$ cat config.mk
export PLATFORM = sky130hd
export DESIGN_NAME = sw_edge_irq_pio
export DESIGN_NICKNAME = d
export VERILOG_FILES = /design/src/rtl/sw_edge_irq_pio.sv
export SDC_FILE = /design/constraint.sdc
export NUM_CORES = 1
export LEC_CHECK = 0
export ABC_AREA = 0
export CELL_PAD_IN_SITES_DETAIL_PLACEMENT = 1
export CELL_PAD_IN_SITES_GLOBAL_PLACEMENT = 1
export CORE_MARGIN = 2
export CORE_UTILIZATION = 45
export CTS_CLUSTER_SIZE = 25
export DETAILED_ROUTE_END_ITERATION = 8
export PLACE_DENSITY = 0.78
export SYNTH_ARGS = -nofsm -noshare
export SYNTH_HDL_FRONTEND = slang
export SYNTH_SLANG_ARGS = --single-unit
$ cat constraint.sdc
create_clock -name clk -period 4.25 [get_ports clk]
set_input_delay 1.0625 -clock clk [delete_from_list [all_inputs] [get_ports clk]]
set_output_delay 1.0625 -clock clk [all_outputs]
set_load 0.02 [all_outputs]
$ cat src/rtl/sw_edge_irq_pio.sv
// rtl/sw_edge_irq_pio.sv - debounced switch input port with edge capture and level interrupt
//
// Purpose:
//   Samples WIDTH asynchronous switch inputs through a two-flop synchronizer,
//   debounces each bit with a per-bit stability counter, detects edges on the
//   debounced value and latches them into a sticky edge_capture register.
//   A level interrupt is raised while any captured bit is enabled in irq_mask.
//
// Parameters:
//   WIDTH            number of input bits (1..32)
//   EDGE_MODE        0 rising, 1 falling, 2 any edge
//   DEBOUNCE_CYCLES  consecutive differing cycles before the debounced bit moves; 0 = no debounce
//   BIT_CLEAR        1 = edge_capture is write-1-to-clear per bit, 0 = any write clears all bits
//
// Ports:
//   clk         sole clock, rising edge
//   reset       synchronous, active-high reset
//   address     0 debounced data, 1 synchronized raw data, 2 irq_mask, 3 edge_capture
//   chipselect  slave access qualifier (writes only)
//   write_n     active-low write strobe
//   writedata   write data, bits [WIDTH-1:0] used
//   in_port     asynchronous switch inputs
//   readdata    registered read data, zero-extended above WIDTH
//   irq         high while any masked capture bit is set

module sw_edge_irq_pio #(
  parameter int WIDTH           = 18,
  parameter int EDGE_MODE       = 0,
  parameter int DEBOUNCE_CYCLES = 16,
  parameter int BIT_CLEAR       = 1
) (
  input  logic             clk,
  input  logic             reset,
  input  logic [1:0]       address,
  input  logic             chipselect,
  input  logic             write_n,
  input  logic [31:0]      writedata,
  input  logic [WIDTH-1:0] in_port,
  output logic [31:0]      readdata,
  output logic             irq
);

  logic [WIDTH-1:0] sync1;
  logic [WIDTH-1:0] sync2;
  logic [WIDTH-1:0] deb;
  logic [WIDTH-1:0] deb_d;
  logic [WIDTH-1:0] detect;
  logic [WIDTH-1:0] clr_bits;
  logic [WIDTH-1:0] irq_mask;
  logic [WIDTH-1:0] edge_capture;
  logic [WIDTH-1:0] wdata;
  logic             wr_en;

  // Bits of writedata above WIDTH carry no meaning for this port.
  logic unused_wdata;
  assign unused_wdata = &{1'b0, writedata};

  assign wdata = writedata[WIDTH-1:0];
  assign wr_en = chipselect & ~write_n;

  // Two-flop synchronizer; sync2 is the raw value software sees at address 1.
  always_ff @(posedge clk) begin
    if (reset) begin
      sync1 <= '0;
      sync2 <= '0;
    end else begin
      sync1 <= in_port;
      sync2 <= sync1;
    end
  end

  generate
    if (DEBOUNCE_CYCLES == 0) begin : g_no_debounce
      always_ff @(posedge clk) begin
        if (reset) begin
          deb <= '0;
        end else begin
          deb <= sync2;
        end
      end
    end else begin : g_debounce
      localparam int CW = (DEBOUNCE_CYCLES < 1) ? 1 : $clog2(DEBOUNCE_CYCLES + 1);
      localparam logic [CW-1:0] CNT_LAST = CW'(DEBOUNCE_CYCLES - 1);

      logic [CW-1:0] cnt [WIDTH];

      // The counter only runs while sync2 disagrees with the debounced bit;
      // any agreeing cycle restarts it, so a glitch shorter than
      // DEBOUNCE_CYCLES never reaches the debounced value.
      always_ff @(posedge clk) begin
        if (reset) begin
          deb <= '0;
          for (int i = 0; i < WIDTH; i++) begin
            cnt[i] <= '0;
          end
        end else begin
          for (int i = 0; i < WIDTH; i++) begin
            if (sync2[i] != deb[i]) begin
              if (cnt[i] == CNT_LAST) begin
                deb[i] <= sync2[i];
                cnt[i] <= '0;
              end else begin
                cnt[i] <= cnt[i] + CW'(1);
              end
            end else begin
              cnt[i] <= '0;
            end
          end
        end
      end
    end
  endgenerate

  // One-cycle delayed copy for edge detection.
  always_ff @(posedge clk) begin
    if (reset) begin
      deb_d <= '0;
    end else begin
      deb_d <= deb;
    end
  end

  always_comb begin
    detect = '0;
    case (EDGE_MODE)
      0:       detect = deb & ~deb_d;
      1:       detect = ~deb & deb_d;
      default: detect = deb ^ deb_d;
    endcase
  end

  always_comb begin
    clr_bits = '0;
    if (wr_en && (address == 2'd3)) begin
      clr_bits = (BIT_CLEAR != 0) ? wdata : '1;
    end
  end

  // Detect is OR-ed in after the clear so a same-cycle event is never lost.
  always_ff @(posedge clk) begin
    if (reset) begin
      edge_capture <= '0;
    end else begin
      edge_capture <= (edge_capture & ~clr_bits) | detect;
    end
  end

  always_ff @(posedge clk) begin
    if (reset) begin
      irq_mask <= '0;
    end else if (wr_en && (address == 2'd2)) begin
      irq_mask <= wdata;
    end
  end

  // Read mux is registered every cycle regardless of chipselect.
  always_ff @(posedge clk) begin
    if (reset) begin
      readdata <= '0;
    end else begin
      case (address)
        2'd0:    readdata <= 32'(deb);
        2'd1:    readdata <= 32'(sync2);
        2'd2:    readdata <= 32'(irq_mask);
        default: readdata <= 32'(edge_capture);
      endcase
    end
  end

  assign irq = |(edge_capture & irq_mask);

endmodule

==> results of run 1 <==
cell usage in the layout, fill, tap and decap left out:
| master | n |
|---|---|
| a22o_1 | 3 |
| nand4_1 | 1 |
| bufinv_16 | 1 |
| xnor2_1 | 36 |
| nand3_1 | 18 |
| clkbuf_1 | 3 |
| and3_1 | 19 |
| conb_1 | 104 |
| inv_1 | 36 |
| and4b_1 | 1 |
| xor2_1 | 18 |
| and4bb_1 | 1 |
| nor2_1 | 126 |
| a22oi_1 | 3 |
| clkbuf_16 | 26 |
| clkdlybuf4s50_1 | 59 |
| dfxtp_1 | 126 |
| buf_4 | 9 |
| ha_1 | 36 |
| clkbuf_8 | 10 |
| clkinv_2 | 3 |
| a21oi_1 | 36 |
| clkinv_4 | 1 |
| mux2i_1 | 18 |
| nand4bb_1 | 1 |
| buf_12 | 1 |
| mux4_2 | 18 |
| a221oi_1 | 3 |
| edfxtp_1 | 90 |
| or3_1 | 18 |
| nor2b_1 | 90 |
| nand2_1 | 54 |
kinds of logic (layout without fill, tap and decap cells):
family | Yosys count | after routing | synth area share (%)
simple gates | 329 | 329 | 17.8
flops | 216 | 216 | 58.2
buf+inv | 76 | 149 | 4.22
xor+xnor | 54 | 54 | 5.27
compound gates | 45 | 45 | 2.84
fa+ha+maj | 36 | 36 | 5.02
mux | 36 | 36 | 6.52
other cells | 2 | 104 | 0.0837
stage by stage:
step / util [%] / instances
CTS: 56.2 / 1234
floorplan: - / 896
global placement: 51.9 / 1190
global route: 56.2 / 1234
finish: 56.2 / 1234
detailed placement: 51.9 / 1190
layer usage:
metal  global-route usage, %  vias to the layer above  share of wire (%)  wire length [µm]
met5                       0                        -                  0                 0
met4                    4.71                        0                2.0               369
met3                    3.58                       29                3.9               725
met2                    34.1                       84                 53              9910
met1                    21.4                     2917                 41              7690
li1                        -                     2872                  -                 -
worst max-delay path, delay by kind of cell, from the launching register on:
kind            cells  cell delay, ps
simple gates        2             290
compound gates      2             540
buf+inv             1             590
flops               1             320
sequential cells by signal, summed over array words and instances (netlist names):
signal,cells
sync1,18
sync2,18
g_debounce.cnt,90
readdata,18
deb,18
irq_mask,18
edge_capture,18
deb_d,18
area by class of cell:
| type | instances | share of cell area, % |
|---|---|---|
| clock buffers | 39 | 7.28 |
| well taps | 265 | 3.02 |
| inverters | 36 | 1.23 |
| multi-input cells | 604 | 34.2 |
| flip-flops and latches | 216 | 47.6 |
| repair buffers | 69 | 6.18 |
| clock inverters | 5 | 0.490 |
path summary, 6_finish.rpt:
kind,to,slack [ps],start
setup reg to reg,g_debounce.cnt[13][2],2400,g_debounce.cnt[13][0]
hold / removal,sync2[17],440,sync1[17]
hold reg to reg,sync2[17],440,sync1[17]
setup / recovery,irq,940,edge_capture[4]
cells in the mapped netlist (2+ instances only):
library cell,n
xor2_1,18
dfxtp_1,126
xnor2_1,36
ha_1,36
edfxtp_1,90
and3_1,19
conb_1,2
nor2_1,126
nor2b_1,90
a21oi_1,36
buf_2,9
buf_4,16
nand2_1,54
or3_1,18
a22o_1,3
clkbuf_1,12
a221oi_1,3
mux4_2,18
buf_6,3
inv_1,36
nand3_1,18
a22oi_1,3
mux2i_1,18
power by group:
part           switching [mW]  internal, mW  leakage, nW
Sequential             0.0383          2.22         1.95
Combinational           0.125         0.103         2.00
Clock                   0.812          1.34        0.426
==> reports/qor.csv, run 1 <==
metric,value,unit
final hold slack,436,ps
fillers,2119,
RSZ-0062 raised after global routing,false,
HPWL Detailed,12700,µm
CTS tree,built,
initial drt markers,219,
total die area,21100,µm²
WL/cell,15.2,µm
largest net degree at the start of global routing,56,
status,completed,
crit-path max cell delay,590,ps
Seq cells post-synth,216,
critical path class,flip-flop to output port,
dpl cell area,10100,µm²
fraction of registers with async set/reset,0,%
die height,145,µm
core area,19500,µm²
share of cells above drive strength 1,7.12,%
Post-Syn Instances,794,
"Slew Viols, Final",0,
Fin Setup TNS,0,ps
crit path cell chain,"a22o_1, a221oi_1, and3_1, nand4_1, clkdlybuf4s50_1",
peak supply drop,0.293,mV
Longest Clk Path Bufs,3,
static leakage,4.38,nW
synthesized area,8980,µm²
"Seq/Total Area, Yosys",58.2,%
area taken by flip-flops and latches,5230,µm²
measured slew at the worst slew-check pin,890,ps
TritonRoute pass-1 iters,4,
Final period util,78.0,%
chip width,145,µm
initial antenna violation count,0,
WHS Path Cells,1,
Avg Vias per Cell,4.78,
root buf cell,clkbuf_16,
PD cells,423,nW/µm²
gpl congestion,0.745,
Hold Crit Class,flip-flop to flip-flop,
multi-input logic area,3750,µm²
"Max FO, Critical Path",3,
cells on worst reg2reg path,5,
required time worst endpoint,3190,ps
first-pass GRT wire length,31400,µm
via count,5902,
Detail Route Antenna Nets,0,
Tot Pwr,4.64,mW
P&R area growth vs syn,22.3,%
routed wire length,18700,µm
Netlist cell types,27,
Fmax,302,MHz
Setup Slack @ Placement,975,ps
area share of the largest cell type after synthesis,30.1,%
CP arrival,2250,ps
NumNets Final,1043,
Final Setup Violations,0,
fin crit period,3310,ps
I/O pin count,89,
remaining global-route overflow,0,
htree depth,1,
"area leader, netlist",edfxtp_1,
Synth Warn #,0,
syn avg cell area,11.3,µm²
Worst setup EP type,output port,
Worst path slowest cell,clkdlybuf4s50_1,
Worst Slack Setup Final,937,ps
IO Port Bufs,60,
TritonCTS buffer count,24,
final hold vios,0,
# diodes,0,
relative slew slack,40.3,%
"EDFF count, synth",90,
DR DRC count,0,
starting density of the core,46.0,%
Final Cell Area,11000,µm²
max-cap violations,0,
Setup Skew,10.9,ps
CTS Hold Bufs,0,
CP startpoint kind,flip-flop,
clock sink count,216,
Rows,51,
top post-synthesis cells by area,"edfxtp_1 30%, dfxtp_1 28%, nor2b_1 6.3%",
Worst-path clk slew,60,ps
All-Layer GR Usage,18.3,%
postcts setup bufs,0,
number of global-route vias before repair,6418,
Synth Flop Type,dfxtp_1,
CTS resizes,0,
clock latency at the later pin of the worst-skew pair,510,ps
(Power assumes the default switching activity.)
==> run 2, diff against run 1 <==
- clock period: 4.25 -> 3.24 ns (I/O delays scaled with it)
==> reports/qor.csv, run 2 (same netlist as run 1, synthesis figures left out) <==
metric,value,unit
status,completed,
core area,19500,µm²
Hold Crit Class,flip-flop to flip-flop,
total die area,21100,µm²
TritonRoute pass-1 iters,4,
NumNets Final,1047,
fillers,2123,
PD cells,558,nW/µm²
Largest register FFs,90,
initial antenna violation count,0,
CP startpoint kind,flip-flop,
Worst-path clk slew,60,ps
Rows,51,
required time worst endpoint,2430,ps
routed wire length,18000,µm
Fmax,318,MHz
via count,5806,
Tot Pwr,6.16,mW
Worst path slowest cell,clkdlybuf4s50_1,
largest net degree at the start of global routing,47,
crit path cell chain,"a22o_1, a221oi_1, and3_1, nand4_1, clkdlybuf4s50_1",
Longest Clk Path Bufs,3,
initial drt markers,170,
chip width,145,µm
critical path class,flip-flop to output port,
IO Port Bufs,60,
clock sink count,216,
peak supply drop,0.333,mV
number of global-route vias before repair,6257,
die height,145,µm
Setup Skew,20.5,ps
"Slew Viols, Final",0,
# diodes,0,
TritonCTS buffer count,24,
final hold vios,0,
area taken by flip-flops and latches,5230,µm²
CTS resizes,0,
Fin Setup TNS,0,ps
Final Setup Violations,0,
root buf cell,clkbuf_16,
WL/cell,14.5,µm
first-pass GRT wire length,30300,µm
register with the most flip-flops,g_debounce.cnt,
clock latency at the later pin of the worst-skew pair,510,ps
CTS Hold Bufs,0,
"CP delay by family, top",buffers and inverters,
Final period util,97.0,%
multi-input logic area,3750,µm²
starting density of the core,46.0,%
most frequent cells in the layout,"126 x nor2_1, 126 x dfxtp_1, 104 x conb_1",
HPWL Detailed,12600,µm
remaining global-route overflow,0,
I/O pin count,89,
"Core Util, Final",56.5,%
CTS tree,built,
P&R area growth vs syn,23.0,%
Avg Vias per Cell,4.69,
max-cap violations,0,
CP bufs+invs,1,
RSZ-0062 raised after global routing,false,
DR DRC count,0,
All-Layer GR Usage,17.5,%
fin crit period,3140,ps
crit-path max cell delay,600,ps
CP arrival,2330,ps
"Max FO, Critical Path",3,
share of cells above drive strength 1,7.41,%
postcts setup bufs,0,
Worst setup EP type,output port,
htree depth,1,
gpl congestion,0.738,
static leakage,4.41,nW
Detail Route Antenna Nets,0,
-- run 2: cell types whose count changed in the layout (fill, tap and decap cells not counted), sizes merged --
| cell | delta |
|---|---|
| bufinv | +1 |
| buf | +4 |
| clkbuf | -2 |
-- run 2: path summary, 6_finish.rpt --
| path | from | end | slack (ps) | depth (start not counted) |
|---|---|---|---|---|
| setup / recovery | irq_mask[5] | irq | 100 | 5 |
| hold / removal | sync1[0] | sync2[0] | 440 | 1 |
| setup reg to reg | g_debounce.cnt[3][0] | g_debounce.cnt[3][0] | 1370 | 5 |
| hold reg to reg | sync1[0] | sync2[0] | 440 | 1 |
-- run 2: cell type report --
| type | instances | area share, % |
|---|---|---|
| sequential | 216 | 47.3 |
| multi-input combinational | 604 | 34.0 |
| clock buffer | 37 | 7.20 |
| timing repair buffer | 73 | 6.53 |
| tap | 265 | 3.00 |
| inverter | 36 | 1.22 |
| clock inverter | 6 | 0.725 |
-- run 2: where the power goes --
part	internal, mW	switching [mW]	total (mW)
logic	0.139	0.162	0.301
registers	2.91	0.0497	2.96
clock network	1.84	1.06	2.90
total	4.89	1.27	6.16
-- run 2: stage by stage --
stage	worst slack [ps]	instance area (µm²)	cells	hold slack [ps]
2_1_floorplan	1360	9360	896	414
3_3_place_gp	729	10200	1194	417
3_5_place_dp	665	10200	1194	425
4_1_cts	123	11000	1237	435
5_1_grt	58.9	11000	1237	450
6_report	96.0	11000	1237	436
-- run 2: routing by layer --
metal  track usage, %  share of wire, %
met5                0                 0
met1             21.1                43
met4             4.66               2.4
met2             32.1                51
met3             2.89               3.3
